**src/rtl/sqrt_pkg.sv**
```systemverilog
// Shared definitions for the iterative square-root unit: FSM encoding and
// elaboration-time width helpers.
package sqrt_pkg;

   // Controller states; IDLE is the reset state.
   typedef enum logic [1:0] {
      ST_IDLE = 2'b00,
      ST_CALC = 2'b01,
      ST_DONE = 2'b10
   } state_e;

   // Operand width must be even (two radicand bits consumed per root bit)
   // and at least one digit pair wide.
   function automatic bit width_ok(input int w);
      return (w >= 2) && ((w % 2) == 0);
   endfunction

   // Root width for a given operand width.
   function automatic int root_width(input int w);
      return w / 2;
   endfunction

endpackage : sqrt_pkg

```
**src/rtl/sqrt_step.sv**
```systemverilog
// One restoring digit-recurrence step: brings down one radicand digit pair,
// trial-subtracts (4q+1) and decides the next root bit.
module sqrt_step #(
   parameter int RW = 4
) (
   input  logic [RW+1:0] r_i,
   input  logic [RW-1:0] q_i,
   input  logic [1:0]    pair_i,
   output logic [RW+1:0] r_o,
   output logic [RW-1:0] q_o
);
   import sqrt_pkg::*;

   logic [RW+1:0] r_shift_s;
   logic [RW+1:0] trial_s;
   logic [RW+2:0] diff_s;
   logic          fit_s;

   // Shift the partial remainder and append the next digit pair; the
   // subtraction carries one extra bit so the borrow is unambiguous even
   // when the shifted remainder uses its top bit.
   always_comb begin
      r_shift_s = (r_i << 2) | (RW+2)'(pair_i);
      trial_s   = (RW+2)'({q_i, 2'b01});
      diff_s    = {1'b0, r_shift_s} - {1'b0, trial_s};
      fit_s     = ~diff_s[RW+2];
   end

   // Keep the difference when the trial fits, otherwise restore.
   always_comb begin
      if (fit_s) begin
         r_o = diff_s[RW+1:0];
      end else begin
         r_o = r_shift_s;
      end
      q_o = (q_i << 1) | RW'(fit_s);
   end

endmodule : sqrt_step

```
**src/rtl/sqrt_iter.sv**
```systemverilog
// Iterative integer square root: floor(sqrt(in)) and remainder, one root
// bit per clock, driven by a go/over level handshake.
module sqrt_iter
   import sqrt_pkg::*;
#(
   parameter int WIDTH = 8
) (
   input  logic                       clk,
   input  logic                       reset,
   input  logic                       go,
   input  logic [WIDTH-1:0]           in,
   output logic                       busy,
   output logic                       over,
   output logic [root_width(WIDTH)-1:0] out,
   output logic [root_width(WIDTH):0]   rem
);

   localparam int RW    = root_width(WIDTH);
   localparam int CNT_W = (RW > 1) ? $clog2(RW) : 1;

   if (!width_ok(WIDTH)) begin : g_bad_width
      $error("sqrt_iter: WIDTH must be even and >= 2");
   end

   state_e          state_q, state_d;
   logic [WIDTH-1:0] x_q, x_d;
   logic [RW+1:0]   r_q, r_d;
   logic [RW-1:0]   root_q, root_d;
   logic [CNT_W-1:0] cnt_q, cnt_d;
   logic            busy_q, busy_d;
   logic            over_q, over_d;
   logic [RW-1:0]   out_q, out_d;
   logic [RW:0]     rem_q, rem_d;

   logic [RW+1:0]   step_r_s;
   logic [RW-1:0]   step_q_s;
   logic            last_s;

   sqrt_step #(.RW(RW)) u_step (
      .r_i    (r_q),
      .q_i    (root_q),
      .pair_i (x_q[WIDTH-1 -: 2]),
      .r_o    (step_r_s),
      .q_o    (step_q_s)
   );

   assign last_s = (cnt_q == CNT_W'(RW - 1));

   // Next-state and datapath control; everything holds unless a state acts.
   always_comb begin
      state_d = state_q;
      x_d     = x_q;
      r_d     = r_q;
      root_d  = root_q;
      cnt_d   = cnt_q;
      out_d   = out_q;
      rem_d   = rem_q;
      case (state_q)
         ST_IDLE: begin
            if (go) begin
               x_d     = in;
               r_d     = '0;
               root_d  = '0;
               cnt_d   = '0;
               state_d = ST_CALC;
            end else begin
               state_d = ST_IDLE;
            end
         end
         ST_CALC: begin
            x_d    = x_q << 2;
            r_d    = step_r_s;
            root_d = step_q_s;
            cnt_d  = cnt_q + 1'b1;
            if (last_s) begin
               out_d   = step_q_s;
               rem_d   = step_r_s[RW:0];
               state_d = ST_DONE;
            end else begin
               state_d = ST_CALC;
            end
         end
         ST_DONE: begin
            // Only a low go releases DONE, so a held go cannot retrigger.
            if (!go) begin
               state_d = ST_IDLE;
            end else begin
               state_d = ST_DONE;
            end
         end
         default: begin
            state_d = ST_IDLE;
         end
      endcase
      busy_d = (state_d == ST_CALC);
      over_d = (state_d == ST_DONE);
   end

   // State, datapath and registered handshake/result outputs.
   always_ff @(posedge clk or negedge reset) begin
      if (!reset) begin
         state_q <= ST_IDLE;
         x_q     <= '0;
         r_q     <= '0;
         root_q  <= '0;
         cnt_q   <= '0;
         busy_q  <= 1'b0;
         over_q  <= 1'b0;
         out_q   <= '0;
         rem_q   <= '0;
      end else begin
         state_q <= state_d;
         x_q     <= x_d;
         r_q     <= r_d;
         root_q  <= root_d;
         cnt_q   <= cnt_d;
         busy_q  <= busy_d;
         over_q  <= over_d;
         out_q   <= out_d;
         rem_q   <= rem_d;
      end
   end

   assign busy = busy_q;
   assign over = over_q;
   assign out  = out_q;
   assign rem  = rem_q;

endmodule : sqrt_iter
```
**config.mk**
```make
export PLATFORM = sky130hd
export DESIGN_NAME = sqrt_iter
export DESIGN_NICKNAME = d
export VERILOG_FILES = /design/src/rtl/sqrt_pkg.sv /design/src/rtl/sqrt_step.sv /design/src/rtl/sqrt_iter.sv
export SDC_FILE = /design/constraint.sdc
export NUM_CORES = 1
export LEC_CHECK = 0
export CORE_UTILIZATION = 53
export DETAILED_ROUTE_END_ITERATION = 8
export PLACE_DENSITY_LB_ADDON = 0.25
export SLEW_MARGIN = 0
export SYNTH_ARGS = -nofsm -noshare
export SYNTH_HDL_FRONTEND = slang
export SYNTH_SLANG_ARGS = --single-unit
```
**constraint.sdc**
```tcl
create_clock -name clk -period 1.8 [get_ports clk]
set_input_delay 0.36 -clock clk [delete_from_list [all_inputs] [get_ports clk]]
set_output_delay 0.36 -clock clk [all_outputs]
set_load 0.05 [all_outputs]
```
==> metrics.md <==
| Metric | Value |
|---|---|
| Cell taking the most area after synthesis | `dfrtp_1` |
| Initial drt markers | `18` |
| Slew margin rel. | `0.7137` |
| Startpoint Class | `flop` |
| Nets@finish | `194` |
| P_leak | `0.8410 nW` |
| Status | `finished, final reports clean` |
| Synthesized instance count | `143` |
| ANT cells | `0` |
| Max H-tree Level | `2` |
| Final Skew | `0.007257 ns` |
| DR WL/cell | `14.20 um` |
| Worst reg-to-reg path cell count | `6` |
| RR Startpoint | `r_q[0]` |
| Worst R2R Setup Slack | `0.05 ns` |
| Initial antenna violation count | `0` |
| Sequential share of the synthesized area | `0.5241` |
| Skew-Pair Late Insertion Delay | `0.33 ns` |
| Reg2reg end | `r_q[1]` |
| Crit-path slowest cell | `dfrtp_1` |
| Pwr/cell area | `2227 nW/um^2` |
| Mapped Nets | `160` |
| Overflow after GRT | `0` |
| Post-CTS Hold Fix Bufs | `0` |
| Max-slew violations | `0` |
| Largest stage delay, worst path | `0.43 ns` |
| CTS tree | `built` |
| Core box area | `2567 um^2` |
| Starting Density | `0.5765` |
| DR top layer | `met4` |
| Place WS | `-0.004280 ns` |
| Worst Max-Slew Pin Slew | `0.4286 ns` |
| Crit Path Category | `reg -> reg` |
| Synth top area cells | `dfrtp_1 (52%), o21ai_0 (6.1%), ha_1 (5.1%), nand2_1 (5.1%), nor2b_1 (3.8%)` |
| Worst-path clk slew | `0.10 ns` |
| CP max FO | `6` |
| RSZ-0062 raised after global routing | `yes` |
| Max-Cap Viols | `0` |
| CP Data Required Time | `2.07 ns` |
| Vias/cell | `5.548` |
| Met1 wire length | `1320 um` |
| Port buffer count | `21` |
| Arrival time worst endpoint | `2.02 ns` |
| Ports | `22` |
| Drt pass-1 iters | `4` |
| Ys Warns | `0` |
| Synth Cell Area | `1480 um^2` |
| Drc violations | `0` |
| Total GRT Usage | `0.2457` |
| Final setup fails | `0` |
| Total negative slack | `0 ns` |
| Vias in the first global route | `1112` |
| Layout cells sized above 1 | `0.2584` |
| Top cell type's share of synthesized area | `0.5241` |
| Post-synth EDFFs | `0` |
| Post-DRT Antenna Nets | `0` |
| Top FF cell, synth | `dfrtp_1` |
| Global-route wire length before repair | `4912 um` |
| Routed wire length | `2953 um` |
| Async S/R FF share, synth | `1.000` |
| Area delta synth->final | `27.30%` |
| CP cell instances | `ha_4 -> nor2b_4 -> o31ai_4 -> a21oi_4 -> mux2_4 -> o21ai_2` |
| Clk buf depth | `2` |
| Final Hold Viols | `0` |
| Clock Sinks | `31` |
| Layout fillers | `183` |
| VDD IR-drop max | `1587 uV` |
| Final non-filler cell total | `208` |
| Final period utilization | `0.9719` |
| Vias | `1154` |
| Inst Count DP | `195` |
| Cts bufs inserted | `5` |
| #FFs+latches synth | `31` |
| Fmax | `571.6 MHz` |
| Top cells by count, synth | `dfrtp_1 (31), nand2_1 (20), o21ai_0 (18), a21oi_1 (9), nor2b_1 (9)` |
| Min-delay worst type | `in -> async` |
| Largest net degree at the start of global routing | `32` |
| Chip height | `54.85 um` |
| Top-count cell post-synth | `dfrtp_1` |
| Power, Total | `4.196 mW` |
| Hold WS | `0.3994 ns` |
| Clock root buffer | `clkbuf_4` |
| Final WS setup | `0.05056 ns` |
| Syn_area_per_cell | `10.35 um^2` |
| Die area | `3008 um^2` |
| DR WL met3 | `132 um` |
| Final GP Congestion | `0.8504` |
| Period minus WS final | `1.749 ns` |
| DIE WIDTH | `54.85 um` |
| Detail Placement HPWL | `2024 um` |
| Routed wl met2 | `1441 um` |
| CP Capture Type | `flop` |
| Yosys cell types | `29` |
| Rows | `18` |
## cell families (layout without fill, tap and decap cells)
logic type,Yosys count,count (layout),synth area share
mux,4,4,0.03127
xor+xnor,3,3,0.01775
compound gates,51,51,0.2257
simple gates,36,36,0.1175
fa+ha+maj,6,6,0.05072
buf+inv,12,47,0.03297
flops,31,31,0.5241
## worst max-delay path, delay by kind of cell (launching register included)
family	cells	cell delay (ns)
muxes	1	0.35
adders and majority gates	1	0.29
AOI/OAI and AO/OA	3	0.45
and+or+nand+nor	1	0.16
DFF	1	0.43
## worst max-delay path by stage
stage | from | to | depth (start not counted) | slack [ns]
after CTS | root_q[0] | r_q[1] | 7 | 0.007
after floorplan | r_q[0] | r_q[1] | 6 | 0.13
after global routing | r_q[0] | r_q[1] | 6 | -0.03
after detailed placement | root_q[0] | r_q[1] | 7 | -0.004
final | r_q[0] | r_q[1] | 6 | 0.05
after global placement | r_q[0] | r_q[1] | 6 | 0.08
## cell usage in the layout, fill, tap and decap left out
cell type        count
a21oi_1              9
a21oi_4              1
a22o_1               2
a22o_2               1
a22oi_1              7
buf_4               22
bufinv_16            1
clkbuf_4             5
clkbuf_8             1
clkdlybuf4s50_1     10
clkinv_2             1
dfrtp_1             31
ha_1                 3
ha_4                 3
inv_1                5
inv_2                2
mux2_2               1
mux2_4               1
mux2i_1              2
nand2_1             20
nand2_2              1
nand2b_1             1
nor2_1               3
nor2b_1              9
nor2b_4              1
nor3_1               1
o21a_1               1
o21a_2               1
o21ai_0             18
o21ai_1              6
o21ai_2              2
o21ba_2              1
o21bai_1             1
o31ai_4              1
xnor2_1              3
## registers in the layout, indices dropped and copies added, names as in the netlist
register	flops
out	4
cnt_q	2
r_q	4
root_q	4
state_q	2
busy	1
x_q	8
rem	5
over	1
## power by group
part / switching [mW] / internal (mW) / total [mW]
clock: 0.247 / 0.328 / 0.575
sequential: 0.216 / 1.00 / 1.22
combinational: 1.35 / 1.05 / 2.40
## through the flow
| stage | cell area [um^2] | utilization |
|---|---|---|
| after floorplan | 1480 | - |
| after global placement | 1723 | 0.6711 |
| after global routing | 1884 | 0.7339 |
| final | 1884 | 0.7339 |
| after CTS | 1849 | 0.7203 |
| after detailed placement | 1723 | 0.6711 |
## layout make-up
type / instances / area, um^2 / area share
well taps: 30 / 37.54 / 0.01992
repair buffers: 32 / 265.3 / 0.1408
clock inverters: 2 / 35.03 / 0.01859
flip-flops and latches: 31 / 775.7 / 0.4117
clock buffers: 6 / 51.30 / 0.02722
inverters: 7 / 26.28 / 0.01394
multi-input cells: 100 / 693.2 / 0.3679
## repair_timing
item	CTS	global route
buffers inserted	2	3
resized for setup	3	3
hold endpoints to repair	0	0
pin swaps	1	2
gates cloned	0	0
setup endpoints to repair	1	6
## layer usage
| layer | global-route usage | vias to the layer above |
|---|---|---|
| li1 | - | 565 |
| met1 | 0.2796 | 551 |
| met2 | 0.4036 | 29 |
| met3 | 0.09167 | 9 |
| met4 | 0.1154 | 0 |
| met5 | 0 | - |
No activity file was read; power rests on OpenSTA's default activity.
